--- config.mk ---
export PLATFORM = sky130hd
export DESIGN_NAME = eq_stream_cmp
export DESIGN_NICKNAME = d
export VERILOG_FILES = /design/src/rtl/eq_pkg.sv /design/src/rtl/eq_skew_fifo.sv /design/src/rtl/eq_stream_cmp.sv
export SDC_FILE = /design/constraint.sdc
export NUM_CORES = 1
export LEC_CHECK = 0
export ABC_CLOCK_PERIOD_IN_PS = 2600
export CAP_MARGIN = 20
export CORE_MARGIN = 5
export CORE_UTILIZATION = 51
export DETAILED_ROUTE_END_ITERATION = 10
export PLACE_DENSITY = 0.76
export SYNTH_ARGS = -nofsm -noshare
export SYNTH_HDL_FRONTEND = slang
export SYNTH_SLANG_ARGS = --single-unit
--- constraint.sdc ---
create_clock -name ap_clk -period 2.6 [get_ports ap_clk]
set_input_delay 0.26 -clock ap_clk [delete_from_list [all_inputs] [get_ports ap_clk]]
set_output_delay 0.26 -clock ap_clk [all_outputs]
set_load 0.03 [all_outputs]
--- src/rtl/eq_pkg.sv ---
// eq_pkg: shared types for the equivalence stream comparator.
//   state_t    - run-control FSM states (IDLE, RUN, PASS, FAIL)
//   CAUSE_*    - fail_cause codes reported by eq_stream_cmp
package eq_pkg;

   typedef enum logic [1:0] {
      ST_IDLE = 2'd0,
      ST_RUN  = 2'd1,
      ST_PASS = 2'd2,
      ST_FAIL = 2'd3
   } state_t;

   localparam logic [1:0] CAUSE_NONE = 2'd0;
   localparam logic [1:0] CAUSE_DATA = 2'd1;
   localparam logic [1:0] CAUSE_SKEW = 2'd2;

endpackage

--- src/rtl/eq_skew_fifo.sv ---
// eq_skew_fifo: small synchronous FIFO that absorbs the skew between one
// compared design and its partner.
//   clk, rst_n          clock, asynchronous active-low reset
//   flush               empties the FIFO (pointers and occupancy to 0)
//   push, push_data     write one entry (ignored when full)
//   pop                 drop the head entry (ignored when empty)
//   head                current head entry (only meaningful when !empty)
//   full, empty         occupancy status
// DEPTH must be a power of two so the pointers wrap naturally.
module eq_skew_fifo #(
   parameter int DATA_W = 8,
   parameter int DEPTH  = 8
) (
   input  logic              clk,
   input  logic              rst_n,
   input  logic              flush,
   input  logic              push,
   input  logic [DATA_W-1:0] push_data,
   input  logic              pop,
   output logic [DATA_W-1:0] head,
   output logic              full,
   output logic              empty
);

   localparam int AW = $clog2(DEPTH);

   logic [DATA_W-1:0] mem [DEPTH];
   logic [AW-1:0]     wr_ptr;
   logic [AW-1:0]     rd_ptr;
   logic [AW:0]       count;
   logic              do_push;
   logic              do_pop;

   assign do_push = push && !full;
   assign do_pop  = pop && !empty;
   assign full    = (count == (AW+1)'(DEPTH));
   assign empty   = (count == '0);
   assign head    = mem[rd_ptr];

   always_ff @(posedge clk or negedge rst_n) begin
      if (!rst_n) begin
         wr_ptr <= '0;
         rd_ptr <= '0;
         count  <= '0;
      end else if (flush) begin
         wr_ptr <= '0;
         rd_ptr <= '0;
         count  <= '0;
      end else begin
         if (do_push) wr_ptr <= wr_ptr + AW'(1);
         if (do_pop)  rd_ptr <= rd_ptr + AW'(1);
         // simultaneous push and pop leave occupancy unchanged
         case ({do_push, do_pop})
            2'b10:   count <= count + (AW+1)'(1);
            2'b01:   count <= count - (AW+1)'(1);
            default: count <= count;
         endcase
      end
   end

   // storage needs no reset: entries are only read while count says valid
   always_ff @(posedge clk) begin
      if (do_push) mem[wr_ptr] <= push_data;
   end

endmodule

--- src/rtl/eq_stream_cmp.sv ---
// eq_stream_cmp: lock-step equivalence checker for two output streams
// (design A = ILA model, design B = HLS RTL). Each stream is buffered in its
// own skew FIFO; whenever both heads are present they are popped together and
// compared. A run ends in PASS after cfg_len equal pairs (cfg_len=0: never),
// or in FAIL on a data mismatch or when one side leads for TIMEOUT cycles.
//
// Handshake: a beat transfers on a rising ap_clk edge where x_tvalid and
// x_tready are both 1; x_tready depends only on internal state, never on
// x_tvalid, and x_tvalid may be asserted at any time.
//
// Ports:
//   ap_clk, ap_rst_n        clock, async active-low reset (release synchronised)
//   start, cfg_len          run start pulse, pair count (0 = unlimited)
//   a_* / b_*               input streams and their ready outputs
//   a_step, b_step          clock-enable for each design (0 = freeze it)
//   busy, pass, fail        status: RUN, PASS, FAIL
//   fail_cause, fail_idx    why and at which pair index the run failed
//   fail_a_data/_b_data     head data captured at failure
//   cmp_cnt                 pairs compared equal in this run (saturating)
//   state_dbg               current FSM state, for observation
module eq_stream_cmp
   import eq_pkg::*;
#(
   parameter int DATA_W  = 8,
   parameter int DEPTH   = 8,
   parameter int TIMEOUT = 1024,
   parameter int CNT_W   = 32
) (
   input  logic              ap_clk,
   input  logic              ap_rst_n,
   input  logic              start,
   input  logic [CNT_W-1:0]  cfg_len,
   input  logic [DATA_W-1:0] a_tdata,
   input  logic              a_tvalid,
   output logic              a_tready,
   input  logic [DATA_W-1:0] b_tdata,
   input  logic              b_tvalid,
   output logic              b_tready,
   output logic              a_step,
   output logic              b_step,
   output logic              busy,
   output logic              pass,
   output logic              fail,
   output logic [1:0]        fail_cause,
   output logic [CNT_W-1:0]  fail_idx,
   output logic [DATA_W-1:0] fail_a_data,
   output logic [DATA_W-1:0] fail_b_data,
   output logic [CNT_W-1:0]  cmp_cnt,
   output logic [1:0]        state_dbg
);

   localparam int SKEW_W = $clog2(TIMEOUT + 1);

   state_t             state_q, state_nxt;
   logic [1:0]         rst_sync_q;
   logic               run_ok;
   logic [CNT_W-1:0]   len_q;
   logic [CNT_W-1:0]   cnt_q;
   logic [CNT_W-1:0]   cnt_inc;
   logic [1:0]         cause_q;
   logic [CNT_W-1:0]   idx_q;
   logic [DATA_W-1:0]  fa_q, fb_q;
   logic [SKEW_W-1:0]  skew_q;

   logic               in_run;
   logic               start_ok;
   logic               a_full, a_empty, b_full, b_empty;
   logic [DATA_W-1:0]  a_head, b_head;
   logic               a_push, b_push;
   logic               cmp_fire;
   logic               heads_eq;
   logic               skew_lead;
   logic               skew_fire;

   // Assertion of ap_rst_n clears everything at once; its release reaches the
   // FSM only after two ap_clk edges, so a start cannot race the release.
   always_ff @(posedge ap_clk or negedge ap_rst_n) begin
      if (!ap_rst_n) rst_sync_q <= '0;
      else           rst_sync_q <= {rst_sync_q[0], 1'b1};
   end
   assign run_ok = rst_sync_q[1];

   assign in_run    = (state_q == ST_RUN);
   assign start_ok  = start && run_ok && !in_run;
   assign a_tready  = in_run && !a_full;
   assign b_tready  = in_run && !b_full;
   assign a_step    = a_tready;
   assign b_step    = b_tready;
   assign a_push    = a_tvalid && a_tready;
   assign b_push    = b_tvalid && b_tready;
   assign cmp_fire  = in_run && !a_empty && !b_empty;
   assign heads_eq  = (a_head == b_head);
   assign cnt_inc   = cnt_q + CNT_W'(1);
   assign skew_lead = in_run && (a_empty != b_empty);
   assign skew_fire = skew_lead && (skew_q == SKEW_W'(TIMEOUT - 1));

   eq_skew_fifo #(.DATA_W(DATA_W), .DEPTH(DEPTH)) u_fifo_a (
      .clk       (ap_clk),
      .rst_n     (ap_rst_n),
      .flush     (start_ok),
      .push      (a_push),
      .push_data (a_tdata),
      .pop       (cmp_fire),
      .head      (a_head),
      .full      (a_full),
      .empty     (a_empty)
   );

   eq_skew_fifo #(.DATA_W(DATA_W), .DEPTH(DEPTH)) u_fifo_b (
      .clk       (ap_clk),
      .rst_n     (ap_rst_n),
      .flush     (start_ok),
      .push      (b_push),
      .push_data (b_tdata),
      .pop       (cmp_fire),
      .head      (b_head),
      .full      (b_full),
      .empty     (b_empty)
   );

   always_ff @(posedge ap_clk or negedge ap_rst_n) begin
      if (!ap_rst_n) state_q <= ST_IDLE;
      else           state_q <= state_nxt;
   end

   always_comb begin
      state_nxt = state_q;
      case (state_q)
         ST_IDLE, ST_PASS, ST_FAIL: begin
            if (start_ok) state_nxt = ST_RUN;
         end
         ST_RUN: begin
            if (cmp_fire) begin
               if (!heads_eq)                                state_nxt = ST_FAIL;
               else if ((len_q != '0) && (cnt_inc == len_q)) state_nxt = ST_PASS;
            end else if (skew_fire) begin
               state_nxt = ST_FAIL;
            end
         end
         default: state_nxt = ST_IDLE;
      endcase
   end

   // Result and bookkeeping registers. Compare and skew timeout are mutually
   // exclusive: a compare needs both FIFOs occupied, the skew counter exactly one.
   always_ff @(posedge ap_clk or negedge ap_rst_n) begin
      if (!ap_rst_n) begin
         len_q   <= '0;
         cnt_q   <= '0;
         cause_q <= CAUSE_NONE;
         idx_q   <= '0;
         fa_q    <= '0;
         fb_q    <= '0;
         skew_q  <= '0;
      end else if (start_ok) begin
         len_q   <= cfg_len;
         cnt_q   <= '0;
         cause_q <= CAUSE_NONE;
         idx_q   <= '0;
         fa_q    <= '0;
         fb_q    <= '0;
         skew_q  <= '0;
      end else if (in_run) begin
         if (cmp_fire) begin
            skew_q <= '0;
            if (heads_eq) begin
               if (cnt_q != '1) cnt_q <= cnt_inc;
            end else begin
               cause_q <= CAUSE_DATA;
               idx_q   <= cnt_q;
               fa_q    <= a_head;
               fb_q    <= b_head;
            end
         end else if (skew_lead) begin
            skew_q <= skew_q + SKEW_W'(1);
            if (skew_fire) begin
               cause_q <= CAUSE_SKEW;
               idx_q   <= cnt_q;
               fa_q    <= a_empty ? '0 : a_head;
               fb_q    <= b_empty ? '0 : b_head;
            end
         end else begin
            skew_q <= '0;
         end
      end else begin
         skew_q <= '0;
      end
   end

   assign busy        = in_run;
   assign pass        = (state_q == ST_PASS);
   assign fail        = (state_q == ST_FAIL);
   assign fail_cause  = cause_q;
   assign fail_idx    = idx_q;
   assign fail_a_data = fa_q;
   assign fail_b_data = fb_q;
   assign cmp_cnt     = cnt_q;
   assign state_dbg   = state_q;

endmodule
==> metrics, run 1 <==
largest family of logic cells by synthesized area simple AND/OR/NAND/NOR gates; starting density of the core 52.0%; Total Routed Length 41400 um; CTS Buf Count 29; Pwr Density 1030 mW/mm^2; pin count of the biggest net entering global routing 66; Seq/Total Area, Yosys 59.7%; Final Util 75.5%; final setup fails 85; Yosys top cell area share 30.3%; Avg Synthesized Cell Area 11.9 sq um; leading cell type in the layout, fill and taps excluded nand2_1; Worst Path Required 3.07 ns; Slew Limit Fails 0; synthesized net count 1130; row cnt 57; First DRT Iteration DRCs 1111; uppermost routed layer met5; Rel. slew slack 46.1%; flops & latches, synth 277; most frequent cells in the layout nand2_1, buf_4, dfrtp_1; Max Fclk 315 MHz; Layout area overhead 45.1%; Cell Area, Synth 0.0127 sq mm; crit path max fanout 18; Vias/cell 6.05; Final Cycle Share 122%; Peak VDD IR 0.672 mV; number of remaining DRC errors 0; CP Capture Type flip-flop; CP Cell Sequence buf_6, mux4_2, mux2i_1, buf_4, xor2_2, nor4_4, buf_4, nand4_1, buf_6, buf_12, or4_1, a21oi_1; worst reg2reg startpoint u_fifo_a.rd_ptr[1]$_DFFE_PN0P_; worst setup margin -0.575 ns; Hold Vio Cnt, Final 0; ys async rst share 53.8%; Synth Area in XOR/XNOR 6.07%; worst clock skew 0.0219 ns; clk sinks 277; Routed wire per std cell 23.8 um; Synth Flop Type dfrtp_1; Max stage delay on crit path 0.52 ns; FF-to-FF path depth 12; area leader, netlist edfxtp_1; ANT nets after route 0; met3 routed WL 3780 um; CP Capture Point cmp_cnt[7]$_DFFE_PN0P_; Die W 168 um; HP Class input pin to flip-flop; outcome finished with violations; DRT met1 WL 15200 um; Critical Path Start Type flip-flop; via count 10500; Tot GR Track Use 25.7%; critical path class flip-flop to flip-flop; reg2reg setup slack -0.57 ns; clock root cell clkbuf_16; adder-cell share of the synthesized area 1.30%; Filler cells 1346; Reg clk slew, reported paths 0.06 ns; grt total ovfl 0; vias in the first global route 10300; Tightest Pin Transition 0.808 ns; Final Wtd Congestion 0.908; clk_lat worst skew 0.57 ns; Core Area 0.0244 sq mm; clock buffer depth 3; DR pass1 iterations 5; failing checks negative setup slack; post-synthesis mux area share 7.90%; IO Pins 144; Post-DP HPWL 23100 um; fraction of layout cells with a size suffix above 1 33.5%; top post-synthesis cells by area edfxtp_1, dfrtp_1, nand2_1, mux4_1, xnor2_1; cell count along the critical path 12; WP data arrival 3.64 ns; Lkg Pwr 7.35 nW; post-synthesis cell count 1065; nets 1457; H-tree Lvls 1; Synth cell types 62; Port Buf Inserts 143; global-route wire length before repair 57400 um; Synth Area in Simple Gates 15.9%; met2 WL post-DR 20600 um; Max-Cap Viols 0; Critical Path Source u_fifo_a.rd_ptr[1]$_DFFE_PN0P_; CP top delay family buffers and inverters; critical path's slowest cell mux4_2; RSZ-0062 raised after global routing yes; ant diodes 0; Syn. warnings 0; setup TNS -34.12 ns; Buf/Inv on CP 5; minimum clock period 3.17 ns; initial antenna violation count 1; chip height 168 um; CTS tree built; Total Power 0.0189 W; number of synthesized flops with an enable pin 128; r2r endpoint cmp_cnt[7]$_DFFE_PN0P_; Compound-Gate Fraction of Synth Area 6.16%; die area 0.0281 sq mm
-- worst min-delay path by stage --
stage                     slack (ns)                     end  depth (start not counted)   startpoint
after global routing            0.24   len_q[17]$_DFFE_PN0P_                          3  cfg_len[17]
final                           0.23   len_q[17]$_DFFE_PN0P_                          3  cfg_len[17]
after global placement          0.30   len_q[31]$_DFFE_PN0P_                          1     ap_rst_n
after CTS                       0.22   len_q[17]$_DFFE_PN0P_                          3  cfg_len[17]
after floorplan                -0.04  cmp_cnt[0]$_DFFE_PN0P_                          0     ap_rst_n
after detailed placement        0.31   len_q[31]$_DFFE_PN0P_                          1     ap_rst_n
-- cell usage after synthesis, types with 7 or more instances --
cell type,instances
buf_2,7
dfrtp_1,149
nand3_1,30
nand2b_1,7
nor2_1,54
and3_1,8
mux2i_1,18
a21oi_1,29
mux4_2,11
o21ai_0,56
clkbuf_1,34
nand2_1,219
buf_1,9
mux4_1,21
o31ai_1,22
xor2_1,37
or3_1,21
xnor2_1,51
edfxtp_1,128
ha_1,10
nor4_1,22
nand4_1,20
nor3_1,16
inv_1,11
-- area by class of cell --
cell class                 instances  area [sq um]  share of cell area, %
clock buffer                      33           761                   4.13
clock inverter                    21           204                   1.11
inverter                          11          41.3                  0.224
multi-input combinational        714          5790                   31.4
sequential                       277          7580                   41.2
tap                              324           405                   2.20
timing repair buffer             359          3640                   19.8
-- stage by stage --
| stage | hold WS (ns) | setup slack, ns | instances | instance area [sq um] |
|---|---|---|---|---|
| after CTS | 0.224 | -0.405 | 1719 | 17700 |
| final | 0.228 | -0.575 | 1739 | 18400 |
| after floorplan | -0.0356 | -0.0730 | 1065 | 12800 |
| after detailed placement | 0.314 | -0.488 | 1628 | 15600 |
| after global placement | 0.304 | -0.337 | 1628 | 15600 |
| after global routing | 0.238 | -0.637 | 1739 | 18400 |
-- power by group --
part | total, W | internal [W] | leakage (nW) | switching (W)
Clock | 0.00422 | 0.00241 | 0.470 | 0.00181
Combinational | 0.00873 | 0.00426 | 3.75 | 0.00447
Sequential | 0.00596 | 0.00525 | 3.13 | 0.000715
Total | 0.0189 | 0.0119 | 7.35 | 0.00700
-- tightest hold or removal path: stages --
cell and delay, ns:
clkdlybuf4s50_1 0.39, nand2_1 0.05, nand2_1 0.04
-- registers in the layout, indices dropped and copies added, names as in the netlist, 4 cells and up --
name and count:
skew_q 11, fail_b_data 8, u_fifo_b.count 4, cmp_cnt 32
fail_idx 32, u_fifo_a.count 4, fail_a_data 8, u_fifo_a.mem 64
u_fifo_b.mem 64, len_q 32
-- per-layer routing --
metal	vias to the layer above	track usage [%]
li1	4479	-
met2	667	43.2
met4	2	9.10
met5	-	0
met1	5224	33.4
met3	148	5.14
-- cell families after synthesis --
group,count (synthesis)
AND/OR/NAND/NOR,429
buffers and inverters,75
XOR/XNOR,88
multiplexers,52
flip-flops,277
adder cells (fa/ha/maj),12
other,1
AO/OA/AOI/OAI,131
-- what timing repair did --
| action | CTS | global route |
|---|---|---|
| hold endpoints to repair | 62 | 0 |
| cloned | 13 | 4 |
| resized for setup | 150 | 139 |
| hold buffers | 1 | 0 |
| endpoints found under the setup margin | 84 | 86 |
| setup buffers | 24 | 25 |
| pin swaps | 22 | 48 |
(Power assumes the default switching activity.)
==> run 2: changes to the inputs <==
- REMOVE_ABC_BUFFERS: not set -> 1
- TNS_END_PERCENT: not set -> 5
==> run 2 against run 1 <==
  * The flow still finishes with violations (negative setup slack)
  * Clock-buffer cell count increased by 1
  * Clock skew is 0.0011 ns lower
  * Total power fell by 11%
  * Final area shrank 7.8%
  * Die area stayed put
  * Via count is 9.4% lower
  * First-iteration DRC count decreased by 29%
  * Sequential power down 2%
  * Clock power is 11% higher
  * Combinational power down 27%
  * Largest power group unchanged
  * Highest routed layer is now met4
==> metrics, run 2 (synthesis gave the netlist of run 1 again) <==
Pwr Density 995 mW/mm^2 (-3.1%); crit path max fanout 10 (-8); clock buffer depth 3 (unchanged); Layout area overhead 33.8%; critical path class flip-flop to flip-flop; placed cells 1615 (-0.80%); Peak VDD IR 1.04 mV (+55%); CP Cell Sequence buf_12, buf_8, buf_6, mux4_2, mux2i_1, buf_4, xor2_4, nor4_4, nand4_1, buf_6, buf_12, or4_4, a21oi_2; WP data arrival 3.42 ns (-0.22 ns); number of remaining DRC errors 0 (unchanged); worst setup margin -0.354 ns (+0.221 ns); row cnt 57 (unchanged); min-delay src cfg_len[11]; FF-to-FF path depth 13 (+1); grt total ovfl 0 (unchanged); clk sinks 277 (unchanged); global-route wire length before repair 53200 um (-7.3%); Tightest Pin Transition 0.687 ns (-0.121 ns); setup TNS -19.15 ns (+14.97 ns); Rel. slew slack 54.2% (+8.1 points); DR pass1 iterations 5 (unchanged); vias in the first global route 9770 (-4.8%); cell count along the critical path 13 (+1); chip height 168 um (unchanged); ANT nets after route 0 (unchanged); Tot GR Track Use 23.5% (-2.2 points); worst reg2reg startpoint u_fifo_b.rd_ptr[1]$_DFFE_PN0P_; Hold Vio Cnt, Final 0 (unchanged); Post-DP HPWL 22300 um (-3.6%); clock root cell clkbuf_16; critical path's slowest cell mux4_2; outcome finished with violations; Vias/cell 5.66 (-6.5%); biggest registers after layout u_fifo_a.mem: 64 flops, u_fifo_b.mem: 64 flops; nets 1403 (-3.7%); starting density of the core 52.0% (unchanged); Port Buf Inserts 143 (unchanged); leading cell type in the layout, fill and taps excluded nand2_1; Die W 168 um (unchanged); H-tree Lvls 1 (unchanged); IO Pins 144 (unchanged); Final Wtd Congestion 0.900 (-0.88%); initial antenna violation count 0 (-1); final setup fails 85 (unchanged); Buf/Inv on CP 6 (+1); Lkg Pwr 6.79 nW (-7.6%); pin count of the biggest net entering global routing 79 (+20%); RSZ-0062 raised after global routing yes; Routed wire per std cell 19.8 um (-17%); Max-Cap Viols 0 (unchanged); CTS Buf Count 29 (unchanged); Total Power 0.0169 W (-11%); Final Cycle Share 114% (-8.5 points); CP top delay family buffers and inverters; HP Class input pin to flip-flop; Final Util 69.6% (-5.9 points); Total Routed Length 33400 um (-19%); failing checks negative setup slack; Slew Limit Fails 0 (unchanged); hold depth 3 (unchanged); First DRT Iteration DRCs 788 (-29%); Critical Path Start Type flip-flop; hold slack 0.245 ns (+0.0165 ns); clk_lat worst skew 0.55 ns (-0.02 ns); most frequent cells in the layout nand2_1, dfrtp_1, buf_4; ant diodes 0 (unchanged); CP Capture Type flip-flop; Core Area 0.0244 sq mm (unchanged); Worst Path Required 3.07 ns (about the same); minimum clock period 2.95 ns (-0.221 ns); r2r endpoint cmp_cnt[7]$_DFFE_PN0P_; worst clock skew 0.0208 ns (-0.00111 ns); fraction of layout cells with a size suffix above 1 20.8% (-13 points); Max Fclk 338 MHz (+7.5%); non-filler instance count after layout 1685 (-3.1%); Max stage delay on crit path 0.47 ns (-0.05 ns); reg2reg setup slack -0.35 ns (+0.22 ns); CTS tree built; via count 9531 (-9.4%); worst hold endpoint len_q[11]$_DFFE_PN0P_; die area 0.0281 sq mm (unchanged); Reg clk slew, reported paths 0.06 ns (about the same)
[run 2: changes by cell type in the layout (fill, tap and decap cells not counted), sizes merged, moves of 3 or more]
cell and delta:
buf -51, clkdlybuf4s50 -4, dlymetal6s2s +3, clkinv -7
bufinv +5
[run 2: worst max-delay path by stage]
stage | to | slack, ns | startpoint
floorplan | cmp_cnt[7]$_DFFE_PN0P_ | -1.10 | u_fifo_a.rd_ptr[1]$_DFFE_PN0P_
global placement | cmp_cnt[7]$_DFFE_PN0P_ | -0.43 | u_fifo_b.rd_ptr[1]$_DFFE_PN0P_
detailed placement | cmp_cnt[7]$_DFFE_PN0P_ | -0.52 | u_fifo_b.rd_ptr[1]$_DFFE_PN0P_
CTS | cmp_cnt[10]$_DFFE_PN0P_ | -0.30 | u_fifo_b.rd_ptr[1]$_DFFE_PN0P_
global route | cmp_cnt[7]$_DFFE_PN0P_ | -0.48 | u_fifo_b.rd_ptr[1]$_DFFE_PN0P_
finish | cmp_cnt[7]$_DFFE_PN0P_ | -0.35 | u_fifo_b.rd_ptr[1]$_DFFE_PN0P_
[run 2: cell type report]
cell class | instances | area [sq um]
tap | 324 | 405
fill | 1725 | 7410
inverter | 11 | 41.3
clock inverter | 20 | 323
timing repair buffer | 306 | 2910
clock buffer | 34 | 774
sequential | 277 | 7570
multi-input combinational | 713 | 4960
[run 2: repair_timing]
item,CTS,global route
pin swaps,28,9
hold buffers,1,0
buffers inserted,7,5
resized for setup,45,32
gates cloned,2,1
setup endpoints to repair,88,88
endpoints found under the hold margin,65,0
[run 2: power breakdown]
part / total, W / switching, W / internal [W]
clock network: 0.00467 / 0.00174 / 0.00293
logic: 0.00636 / 0.00339 / 0.00297
registers: 0.00586 / 0.000615 / 0.00525
[run 2: metrics by stage]
| stage | cell area, sq um | setup slack [ns] |
|---|---|---|
| 4_1_cts | 16800 | -0.298 |
| 3_5_place_dp | 15500 | -0.519 |
| 3_3_place_gp | 15500 | -0.426 |
| 6_report | 17000 | -0.354 |
| 2_1_floorplan | 12400 | -1.10 |
| 5_1_grt | 17000 | -0.477 |
[run 2: metal layers]
| layer | up-vias | GRT usage (%) | part of all wire (%) |
|---|---|---|---|
| met5 | - | 0 | 0 |
| met4 | 0 | 6.74 | 2.8 |
| met3 | 79 | 4.34 | 6.9 |
| met2 | 386 | 40.7 | 51 |
| met1 | 4703 | 30.3 | 39 |
| li1 | 4363 | - | - |
[run 2: tightest hold or removal path: stages]
cell and delay, ns:
clkdlybuf4s50_1 0.40, nand2_1 0.06, nand2_1 0.04
==> run 3: changes to the inputs <==
- CORE_MARGIN: 5 -> not set
- RECOVER_POWER: not set -> 25
==> run 3 against run 2 <==
  * The run ends with max-capacitance violations, max-slew violations, negative setup slack left
  * Clock-buffer cell count down 2
  * Clock skew is 0.012 ns lower
  * Clock power is 7.9% lower
  * Critical endpoint unchanged
  * Largest cell class unchanged
  * Core utilization fell by 0.34 points
  * Sequential cell count unchanged
  * Wire length rose by 0.13%
  * Non-clock buffer count decreased by 11
  * Final area down 0.49%
  * Final cell count shrank 0.65%
==> metrics, run 3 (synthesis gave the netlist of run 1 again) <==
critical path's slowest cell mux4_1; Vias/cell 5.67 (+0.28%); design area 0.0169 sq mm (-0.49%); Max Fclk 333 MHz (-1.7%); chip height 160 um (-4.8%); Total Routed Length 33400 um (+0.13%); CTS tree built; row cnt 57 (unchanged); Reg clk slew, reported paths 0.06 ns (about the same); starting density of the core 52.0% (unchanged); outcome finished with violations; Routed wire per std cell 20.0 um (+0.79%); CP Capture Type flip-flop; placed cells 1600 (-0.93%); most frequent cells in the layout nand2_1, dfrtp_1, buf_4; via count 9495 (-0.38%); clk sinks 277 (unchanged); WP data arrival 3.50 ns (+0.08 ns); Max stage delay on crit path 0.62 ns (+0.15 ns); RSZ-0062 raised after global routing yes; Layout area overhead 33.2%; CTS Buf Count 29 (unchanged); clock root cell clkbuf_16; minimum clock period 3.00 ns (+0.0498 ns); critical path class flip-flop to flip-flop; failing checks max-capacitance violations, max-slew violations, negative setup slack; Final Wtd Congestion 0.940 (+4.5%); non-filler instance count after layout 1674 (-0.65%); switching share of power 35.9% (+1.9 points); ANT nets after route 0 (unchanged); Post-DP HPWL 21700 um (-2.8%); hold slack 0.222 ns (-0.0227 ns); nets 1392 (-0.78%); number of remaining DRC errors 0 (unchanged); global-route wire length before repair 50400 um (-5.2%); Final Cycle Share 116% (+1.9 points); area of the multi-input gates 0.00511 sq mm (+3.1%); Total Power 0.0167 W (-1.3%); most used cell, CP buf_4; Filler cells 1728 (+0.17%); power share of the combinational group 38.8% (+1.2 points); final setup fails 84 (-1.2%); H-tree Lvls 1 (unchanged); grt total ovfl 0 (unchanged); clk_lat worst skew 0.57 ns (+0.02 ns); Worst Path Required 3.09 ns (+0.02 ns); CP Cell Sequence buf_4, buf_4, mux4_1, mux2i_2, xor2_1, nor2_1, nand4_1, buf_6, buf_12, or4_1, a21oi_1; Max-Cap Viols 1 (+1); Pwr Density 987 mW/mm^2 (-0.82%); Sequential Area 0.00757 sq mm (about the same); pin count of the biggest net entering global routing 79 (unchanged); Tot GR Track Use 25.4% (+2.0 points); vias in the first global route 9390 (-3.9%); Die W 160 um (-4.8%); DR pass1 iterations 5 (unchanged); Slew Limit Fails 75 (+75); fraction of layout cells with a size suffix above 1 21.6% (+0.76 points); IO Pins 144 (unchanged); crit path max fanout 9 (-1); biggest registers after layout u_fifo_a.mem: 64 flops, u_fifo_b.mem: 64 flops; Port Buf Inserts 143 (unchanged); Tightest Pin Transition 2.07 ns (+1.38 ns); Clk pwr share 25.8% (-1.9 points); First DRT Iteration DRCs 770 (-2.3%); post-place instance area 0.0153 sq mm (-0.89%); Int Pwr 0.0107 W (-4.1%); Peak VDD IR 0.629 mV (-40%); Hold Vio Cnt, Final 0 (unchanged); pre-CTS setup slack -0.378 ns (+0.141 ns); Critical Path Start Type flip-flop; FF-to-FF path depth 11 (-2); register share of total power 35.4% (+0.7 points); Rel. slew slack -37.7% (-92 points); worst clock skew 0.00882 ns (-0.0120 ns); worst setup margin -0.404 ns (-0.0498 ns); ant diodes 0 (unchanged); Core Area 0.0244 sq mm (unchanged); clock buffer depth 3 (unchanged); HP Class input pin to flip-flop; hold depth 3 (unchanged); switching pwr 0.00598 W (+4.1%); leading cell type in the layout, fill and taps excluded nand2_1; die area 0.0255 sq mm (-9.3%); initial antenna violation count 0 (unchanged); Lkg Pwr 6.67 nW (-1.7%)
## run 3: stage by stage
stage,TNS [ns],utilization [%]
global placement,-6.52,62.8
finish,-19.51,69.3
CTS,-7.09,67.3
global route,-25.32,69.3
detailed placement,-15.75,62.8
floorplan,-150.45,-
## run 3: power by group through the flow
stage | clock network, W | logic, W | registers, W
2_1_floorplan | 0 | 0.00282 | 0.00610
3_3_place_gp | 0 | 0.00536 | 0.00593
3_5_place_dp | 0 | 0.00552 | 0.00595
4_1_cts | 0.00434 | 0.00575 | 0.00589
5_1_grt | 0.00453 | 0.00690 | 0.00598
6_report | 0.00430 | 0.00646 | 0.00591
## run 3: per-layer routing
metal | vias up | track usage [%] | part of all wire (%)
met3 | 99 | 4.13 | 6.7
met4 | 0 | 9.79 | 3.8
met2 | 429 | 43.9 | 50
met5 | - | 0 | 0
met1 | 4630 | 32.3 | 39
li1 | 4337 | - | -
## run 3: what timing repair did
action	in CTS	in global routing
resized for setup	34	71
hold endpoints to repair	74	0
setup buffers	0	17
pin swaps	6	26
endpoints found under the setup margin	88	86
gates cloned	0	2
hold buffers	1	0
## run 3: worst max-delay path: cells and delay by family (launching register included)
kind	cells	cell delay, ns
mux	2	0.93
buf+inv	4	0.58
flops	1	0.41
xor+xnor	1	0.17
simple gates	3	0.70
compound gates	1	0.13
## run 3: final timing paths
check	slack (ns)	from	endpoint
hold reg to reg	0.36	rst_sync_q[0]$_DFF_PN0_	rst_sync_q[1]$_DFF_PN0_
max in group asynchronous	0.42	ap_rst_n	u_fifo_b.count[1]$_DFFE_PN0P_
setup / recovery	-0.40	u_fifo_a.rd_ptr[1]$_DFFE_PN0P_	cmp_cnt[7]$_DFFE_PN0P_
setup reg to reg	-0.40	u_fifo_a.rd_ptr[1]$_DFFE_PN0P_	cmp_cnt[7]$_DFFE_PN0P_
hold / removal	0.22	cfg_len[24]	len_q[24]$_DFFE_PN0P_
min in group asynchronous	0.81	ap_rst_n	fail_idx[14]$_DFFE_PN0P_
## run 3: final cells by class
type,instances,area share [%]
flip-flops and latches,277,44.8
multi-input cells,713,30.3
well taps,324,2.40
clock buffers,32,4.42
repair buffers,295,16.4
clock inverters,22,1.47
inverters,11,0.244
